**src/rtl/bridge_burst_source.sv**
```systemverilog
// bridge_burst_source: clka-side FIFO plus burst transmitter answering the bridge's stretched request.
// Bursts are capped at BURST_LEN so the bridge's flagless 16-entry FIFO cannot overflow.
module bridge_burst_source #(
    parameter int DEPTH     = 8,
    parameter int BURST_LEN = 8,
    parameter int STALL_MAX = 16
) (
    input  logic                     clka,
    input  logic                     reset_clka,
    input  logic                     push_clka,
    input  logic [7:0]               push_data_clka,
    output logic                     full_clka,
    output logic [$clog2(DEPTH):0]   level_clka,
    input  logic                     data_req_clka,
    output logic                     data_valid_clka,
    output logic [7:0]               tx_data_clka,
    output logic                     burst_done_clka,
    output logic                     burst_abort_clka
);
    localparam int AW = $clog2(DEPTH);
    localparam int SW = $clog2(STALL_MAX + 1);
    localparam logic [AW:0] FULL_LVL = (AW + 1)'(DEPTH);
    localparam logic [3:0] SENT_END = 4'(BURST_LEN);
    localparam logic [SW-1:0] STALL_END = SW'(STALL_MAX);

    typedef enum logic [1:0] {IDLE, BURST, WAIT_LOW} state_t;

    state_t        state_q, state_d;
    logic [7:0]    mem_q [DEPTH];
    logic [AW:0]   wr_ptr_q, rd_ptr_q;
    logic [3:0]    sent_q, sent_d;
    logic [SW-1:0] stall_q, stall_d;
    logic          valid_q, valid_d, done_q, done_d, abort_q, abort_d;
    logic [7:0]    data_q, data_d;
    logic          empty, push_ok, pop;

    assign level_clka       = wr_ptr_q - rd_ptr_q;
    assign full_clka        = level_clka == FULL_LVL;
    assign empty            = wr_ptr_q == rd_ptr_q;
    assign push_ok          = push_clka && !full_clka;
    // pop is gated by the registered empty flag, so a fresh push is never bypassed
    assign pop              = state_q == BURST && !empty;
    assign data_valid_clka  = valid_q;
    assign tx_data_clka     = data_q;
    assign burst_done_clka  = done_q;
    assign burst_abort_clka = abort_q;

    always_comb begin
        state_d = state_q;
        sent_d  = sent_q;
        stall_d = stall_q;
        valid_d = pop;
        data_d  = pop ? mem_q[rd_ptr_q[AW-1:0]] : data_q;
        done_d  = 1'b0;
        abort_d = 1'b0;
        case (state_q)
            IDLE: begin
                if (data_req_clka) begin
                    state_d = BURST;
                    sent_d  = '0;
                    stall_d = '0;
                end
            end
            BURST: begin
                if (pop) begin
                    sent_d  = (sent_q == SENT_END) ? sent_q : sent_q + 1'b1;
                    stall_d = '0;
                    if (sent_d == SENT_END) begin
                        done_d  = 1'b1;
                        state_d = WAIT_LOW;
                    end
                end else begin
                    stall_d = (stall_q == STALL_END) ? stall_q : stall_q + 1'b1;
                    if (stall_d == STALL_END) begin
                        abort_d = 1'b1;
                        state_d = WAIT_LOW;
                    end
                end
            end
            WAIT_LOW: state_d = data_req_clka ? WAIT_LOW : IDLE;
            default:  state_d = IDLE;
        endcase
    end

    always_ff @(posedge clka) begin
        if (reset_clka) begin
            state_q  <= IDLE;
            wr_ptr_q <= '0;
            rd_ptr_q <= '0;
            sent_q   <= '0;
            stall_q  <= '0;
            valid_q  <= 1'b0;
            done_q   <= 1'b0;
            abort_q  <= 1'b0;
            data_q   <= '0;
        end else begin
            state_q <= state_d;
            sent_q  <= sent_d;
            stall_q <= stall_d;
            valid_q <= valid_d;
            done_q  <= done_d;
            abort_q <= abort_d;
            data_q  <= data_d;
            if (push_ok) begin
                mem_q[wr_ptr_q[AW-1:0]] <= push_data_clka;
                wr_ptr_q <= wr_ptr_q + 1'b1;
            end
            if (pop) rd_ptr_q <= rd_ptr_q + 1'b1;
        end
    end
endmodule

```
**config.mk**
```make
export PLATFORM = sky130hd
export DESIGN_NAME = bridge_burst_source
export DESIGN_NICKNAME = d
export VERILOG_FILES = /design/src/rtl/bridge_burst_source.sv
export SDC_FILE = /design/constraint.sdc
export NUM_CORES = 1
export LEC_CHECK = 0
export ABC_CLOCK_PERIOD_IN_PS = 7300
export CORE_MARGIN = 3
export CORE_UTILIZATION = 55
export DETAILED_ROUTE_END_ITERATION = 16
export GPL_TIMING_DRIVEN = 0
export HOLD_SLACK_MARGIN = 0.1
export PLACE_DENSITY = 0.81
export SYNTH_ARGS = -nofsm -noshare
export SYNTH_HDL_FRONTEND = slang
export SYNTH_SLANG_ARGS = --single-unit
export TNS_END_PERCENT = 30
```
**constraint.sdc**
```tcl
create_clock -name clka -period 7.3 [get_ports clka]
set_input_delay 2.19 -clock clka [delete_from_list [all_inputs] [get_ports clka]]
set_output_delay 2.19 -clock clka [all_outputs]
set_load 0.01 [all_outputs]
```
Word-level counts from Yosys, hierarchy flattened
Memories as Yosys holds them, arrays and structs flattened. A register that Yosys moved wholly into a read port is not among the register bits.
Index checks and enable logic that the tools add are counted.

storage, ports and cells
  flip-flop bits (word level) = 22
  memory bits (writable) = 64
  bits of input ports = 12
  output and inout port bits = 16
  word-level logic and storage cells = 58
  memories kept = 1

cells by class
  add/sub/neg operators = 5
  equal/unequal tests = 12
  multiplexer cells = 19
  bitwise logic cells = 2
  reductions and logical operators = 11

memories
  memory  words  width  rd ports  clocked after Yosys merged registers in  wr ports  line  source
  mem_q   8      8      1         1                                        1         29    logic [7:0] mem_q [DEPTH];

operator list
  kind                                                 number
  2-to-1 mux 5 bit                                     3
  adder 4 x 1 -> 4 bit, second input constant          3
  equality test 4 bit, second input constant           3
  2-to-1 mux 4 bit                                     3
  equality test 5 bit, second input constant           2
  2-to-1 mux 2 bit                                     5
  one-hot mux 5 bit (2 select lines)                   1
  one-hot mux 4 bit (2 select lines)                   1
  != test 3 x 2 -> 1 bit, second input constant        2
  one-hot mux 2 bit (3 select lines)                   1
  AND reduction 3 bit                                  2
  OR reduction 3 bit                                   2
  adder 5 x 1 -> 5 bit, second input constant          1
  2-to-1 mux 1 bit                                     5
  equality test 4 bit                                  1
  != test 2 bit, second input constant                 2
  subtractor 4 bit                                     1
  equality test 2 x 1 -> 1 bit, second input constant  1
  equality test 2 bit, second input constant           1
  logical AND 1 bit                                    2
  logical NOT 1 bit                                    2
  logical NOT 2 bit                                    1
  NOT 1 bit                                            2
  AND reduction 2 bit                                  1
  nonzero test 2 bit                                   1

Depth between registers and ports, before layout
  depth in word-level cells = 7
  mapped depth = 10
  gate-level depth less buffers = 9

Worst setup path before layout
Ideal clock, no wire load.

  path type = flip-flop to output port
  start point = reg rd_ptr_q[1]
  end point = out full_clka
  arrival time = 2.178 ns
  required time = 5.110 ns
  slack = 2.932 ns
  stages on the path, launching flop included = 9
  buffers on the path = 3
  path through = dfxtp_1 > buf_2 > buf_2 > inv_1 > fa_1 > xor2_1 > or3_1 > buf_2 > nor3_2

on the way
  cells in the longest elaborated chain, start to end = 2

ends and longest elaborated chain
  element                  line  source
  start, declared          30    logic [AW:0] wr_ptr_q, rd_ptr_q;
  start signal, assigned   108   if (pop) rd_ptr_q <= rd_ptr_q + 1'b1;
  subtractor 4 bit         37    assign level_clka = wr_ptr_q - rd_ptr_q;
  named net level_clka[2]  13    output logic [$clog2(DEPTH):0] level_clka,
  equality test 4 bit      38    assign full_clka = level_clka == FULL_LVL;
  end, declared            12    output logic full_clka,

The timed path passes the listed nets, and every way through them passes these cells.

Final worst setup path
  start point = reg rd_ptr_q[1]
  end point = out full_clka

on the way
  cells in the longest elaborated chain, start to end = 2

ends and longest elaborated chain
  element              line
  subtractor 4 bit     37
  equality test 4 bit  38

No other way between the ends.

==> flow_metrics.py <==
metrics = {
    "global_route": {
        "grt_max_degree": 16,
        "grt_pass1_vias": 2692,
        "grt_first_pass_wirelength_mm": 13.4,
        "antenna_found_initial": 0,
        "grt_usage": 0.208,
        "overflow": 0,
    },
    "placed_design": {
        "io_buffers": 26,
        "dp_hpwl_mm": 5.57,
        "gp_congestion": 0.856,
        "place_inst": 435,
        "placed_cell_area_mm2": 0.00453,
    },
    "final_layout": {
        "layout_common_cells": "edfxtp_1 (64), nor2_1 (31), dfxtp_1 (30), nand2_1 (28), clkdlybuf4s50_1 (26)",
        "instances_no_fill": 451,
        "drive_gt1_frac": 0.158,
        "multi_input_area_mm2": 0.00150,
        "final_common_cell": "edfxtp_1",
        "layout.area.seq_mm2": 0.00252,
        "syn_to_final_growth_pct": 15.8,
        "fin_nets": 372,
        "num_antenna_cells": 0,
        "finalInstanceArea_mm2": 0.00474,
        "fill_cells": 500,
    },
    "floorplanning": {
        "die-width_um": 92.3,
        "rows": 30,
        "core_area_mm2": 0.00702,
        "initial_utilization": 0.583,
        "die_area_mm2": 0.00851,
        "design.portCount": 28,
        "die_y_um": 92.3,
    },
    "critical_path": {
        "critPathLaunchType": "flip-flop",
        "r2r_start": "rd_ptr_q[1]",
        "crit_start": "rd_ptr_q[1]",
        "cp.arrival_ns": 3.51,
        "path_max_fanout": 10,
        "end_kind": "primary output",
        "critPathKind": "reg2out",
        "required_ns": 5.11,
    },
    "yosys": {
        "synth_area_leader_cell": "edfxtp_1",
        "ys_warn_count": 0,
        "synth-seq-area-share": 0.616,
        "syn_area_per_cell_um2": 13.2,
        "synth_cells": 309,
        "synth-edff-count": 64,
        "synth_seq_cells": 94,
        "yosysTopAreaCellShare": 0.470,
        "syn_nets": 331,
        "syn-cell-area_mm2": 0.00409,
        "synth-main-ff-cell": "edfxtp_1",
        "ys_types": 49,
        "async_flop_share": 0,
        "synth_area_leaders": "edfxtp_1 (47%), dfxtp_1 (15%), mux4_2 (8.8%)",
    },
    "timing": {
        "finalSetupTns_ns": 0,
        "period_share": 0.781,
        "rsz0062_at_grt": "no",
        "fmax_mhz": 175,
        "setup_viol": 0,
        "skew_ns": 0.00854,
        "worst_pin_slew_ns": 0.988,
        "period_minus_slack_ns": 5.70,
        "hold_viol": 0,
        "whs_ns": 0.502,
        "drv_slew": 0,
        "slew_headroom": 0.339,
    },
    "pwr": {
        "switchingPower_mw": 0.458,
        "seqPwrFrac": 0.440,
        "swShare": 0.309,
        "internal_power_mw": 1.03,
        "p_per_area_mw_per_mm2": 313,
        "power.share.clock": 0.245,
        "static-leakage-power_nw": 1.55,
        "ir_worst_vdd_mv": 0.190,
        "combPwrFrac": 0.316,
    },
    "min_path": {
        "hp-class": "reg2reg",
        "hp-start": "tx_data_clka[4]",
    },
    "run": {
        "cap_viol_max_count": 0,
    },
    "run_status": {
        "status": "finished clean",
    },
    "clocking": {
        "clk_path_buf_depth": 2,
        "cts_tree": "yes",
        "clockRootBuffer": "clkbuf_8",
        "cts_buffers": 9,
        "cts_sinks": 94,
        "post-cts-setup-buffers": 0,
        "cts_resized": 0,
        "htree_levels": 3,
        "ctsHoldBuffers": 0,
        "worstSkewPairLatency_ns": 0.35,
        "clk_pin_slew_ns": 0.09,
    },
    "drt": {
        "drtAntennaViolNets": 0,
        "remaining_drc_errors": 0,
        "drt-vias-per-instance": 5.83,
        "dr.pass1.iters": 4,
        "wl_per_cell_um": 17.5,
        "vias": 2630,
        "drt_iter0_drc": 182,
        "drt-total-wl_mm": 7.90,
    },
}
## per-stage QoR
step | utilization | setup slack, ns | total power [mW]
finish | 0.675 | 1.60 | 1.48
global route | 0.675 | 1.42 | 1.57
CTS | 0.675 | 1.53 | 1.50
detailed placement | 0.645 | 1.94 | 1.14
global placement | 0.637 | 2.13 | 1.11
floorplan | - | 2.93 | 0.967
## final timing paths
path                            depth (start not counted)  slack (ns)               to
worst min-delay path                                    2        0.50  tx_data_clka[4]
worst max-delay path                                    9        1.60        full_clka
worst max register to register                          9        3.84      mem_q[2][6]
worst min register to register                          2        0.50  tx_data_clka[4]
## power groups by stage
stage	Sequential [mW]	Combinational (mW)	Clock, mW
6_report	0.652	0.469	0.363
4_1_cts	0.651	0.474	0.375
2_1_floorplan	0.661	0.307	0
5_1_grt	0.658	0.518	0.391
3_5_place_dp	0.664	0.472	0
3_3_place_gp	0.661	0.452	0
## registers in the layout, indices dropped and copies added (netlist names)
| name | cells |
|---|---|
| burst_abort_clka | 1 |
| burst_done_clka | 1 |
| data_valid_clka | 1 |
| mem_q | 64 |
| rd_ptr_q | 4 |
| sent_q | 4 |
| stall_q | 5 |
| state_q | 2 |
| tx_data_clka | 8 |
| wr_ptr_q | 4 |
## cell type report
class | instances | area share
repair buffers | 30 | 0.0612
clock inverters | 6 | 0.0179
inverters | 10 | 0.00792
multi-input cells | 193 | 0.316
plain buffers | 12 | 0.0129
well taps | 96 | 0.0253
flip-flops and latches | 94 | 0.532
clock buffers | 10 | 0.0269
## cell families after synthesis
kind of cell	count (synthesis)	synth area share
AND/OR/NAND/NOR	113	0.140
flip-flops	94	0.616
AO/OA/AOI/OAI	46	0.0798
buffers and inverters	22	0.0242
multiplexers	17	0.0908
adder cells (fa/ha/maj)	10	0.0324
XOR/XNOR	7	0.0168
## layer usage
layer / vias to the layer above / wire (um) / global-route usage
met5: - / 0 / 0
met4: 0 / 70 / 0.0804
met3: 6 / 365 / 0.0476
met2: 68 / 4260 / 0.361
met1: 1305 / 3200 / 0.251
li1: 1251 / - / -
## critical path: stages, from the launching register on
cell and delay (ns):
dfxtp_1 0.34, buf_2 0.29, buf_2 0.32, inv_1 0.12, fa_1 0.41, xor2_1 0.19, or3_1 0.32, buf_2 0.19
nor3_2 0.37, clkdlybuf4s50_1 0.63
## synth_stat cells, types with 3 or more instances
cell      number
a21oi_1        9
a311oi_1       9
and2_1         3
buf_2          4
buf_4          3
clkbuf_1       5
dfxtp_1       30
edfxtp_1      64
ha_1           9
inv_1          9
mux4_2        16
nand2_1       28
nand2b_1       5
nand3_1       11
nand4_1        3
nor2_1        31
nor2b_1        4
nor3_1         4
nor3b_1        5
nor4_1         4
o21ai_0       11
or3_1          5
xnor2_1        3
xor2_1         3
Power figures use the tool's default switching activity.
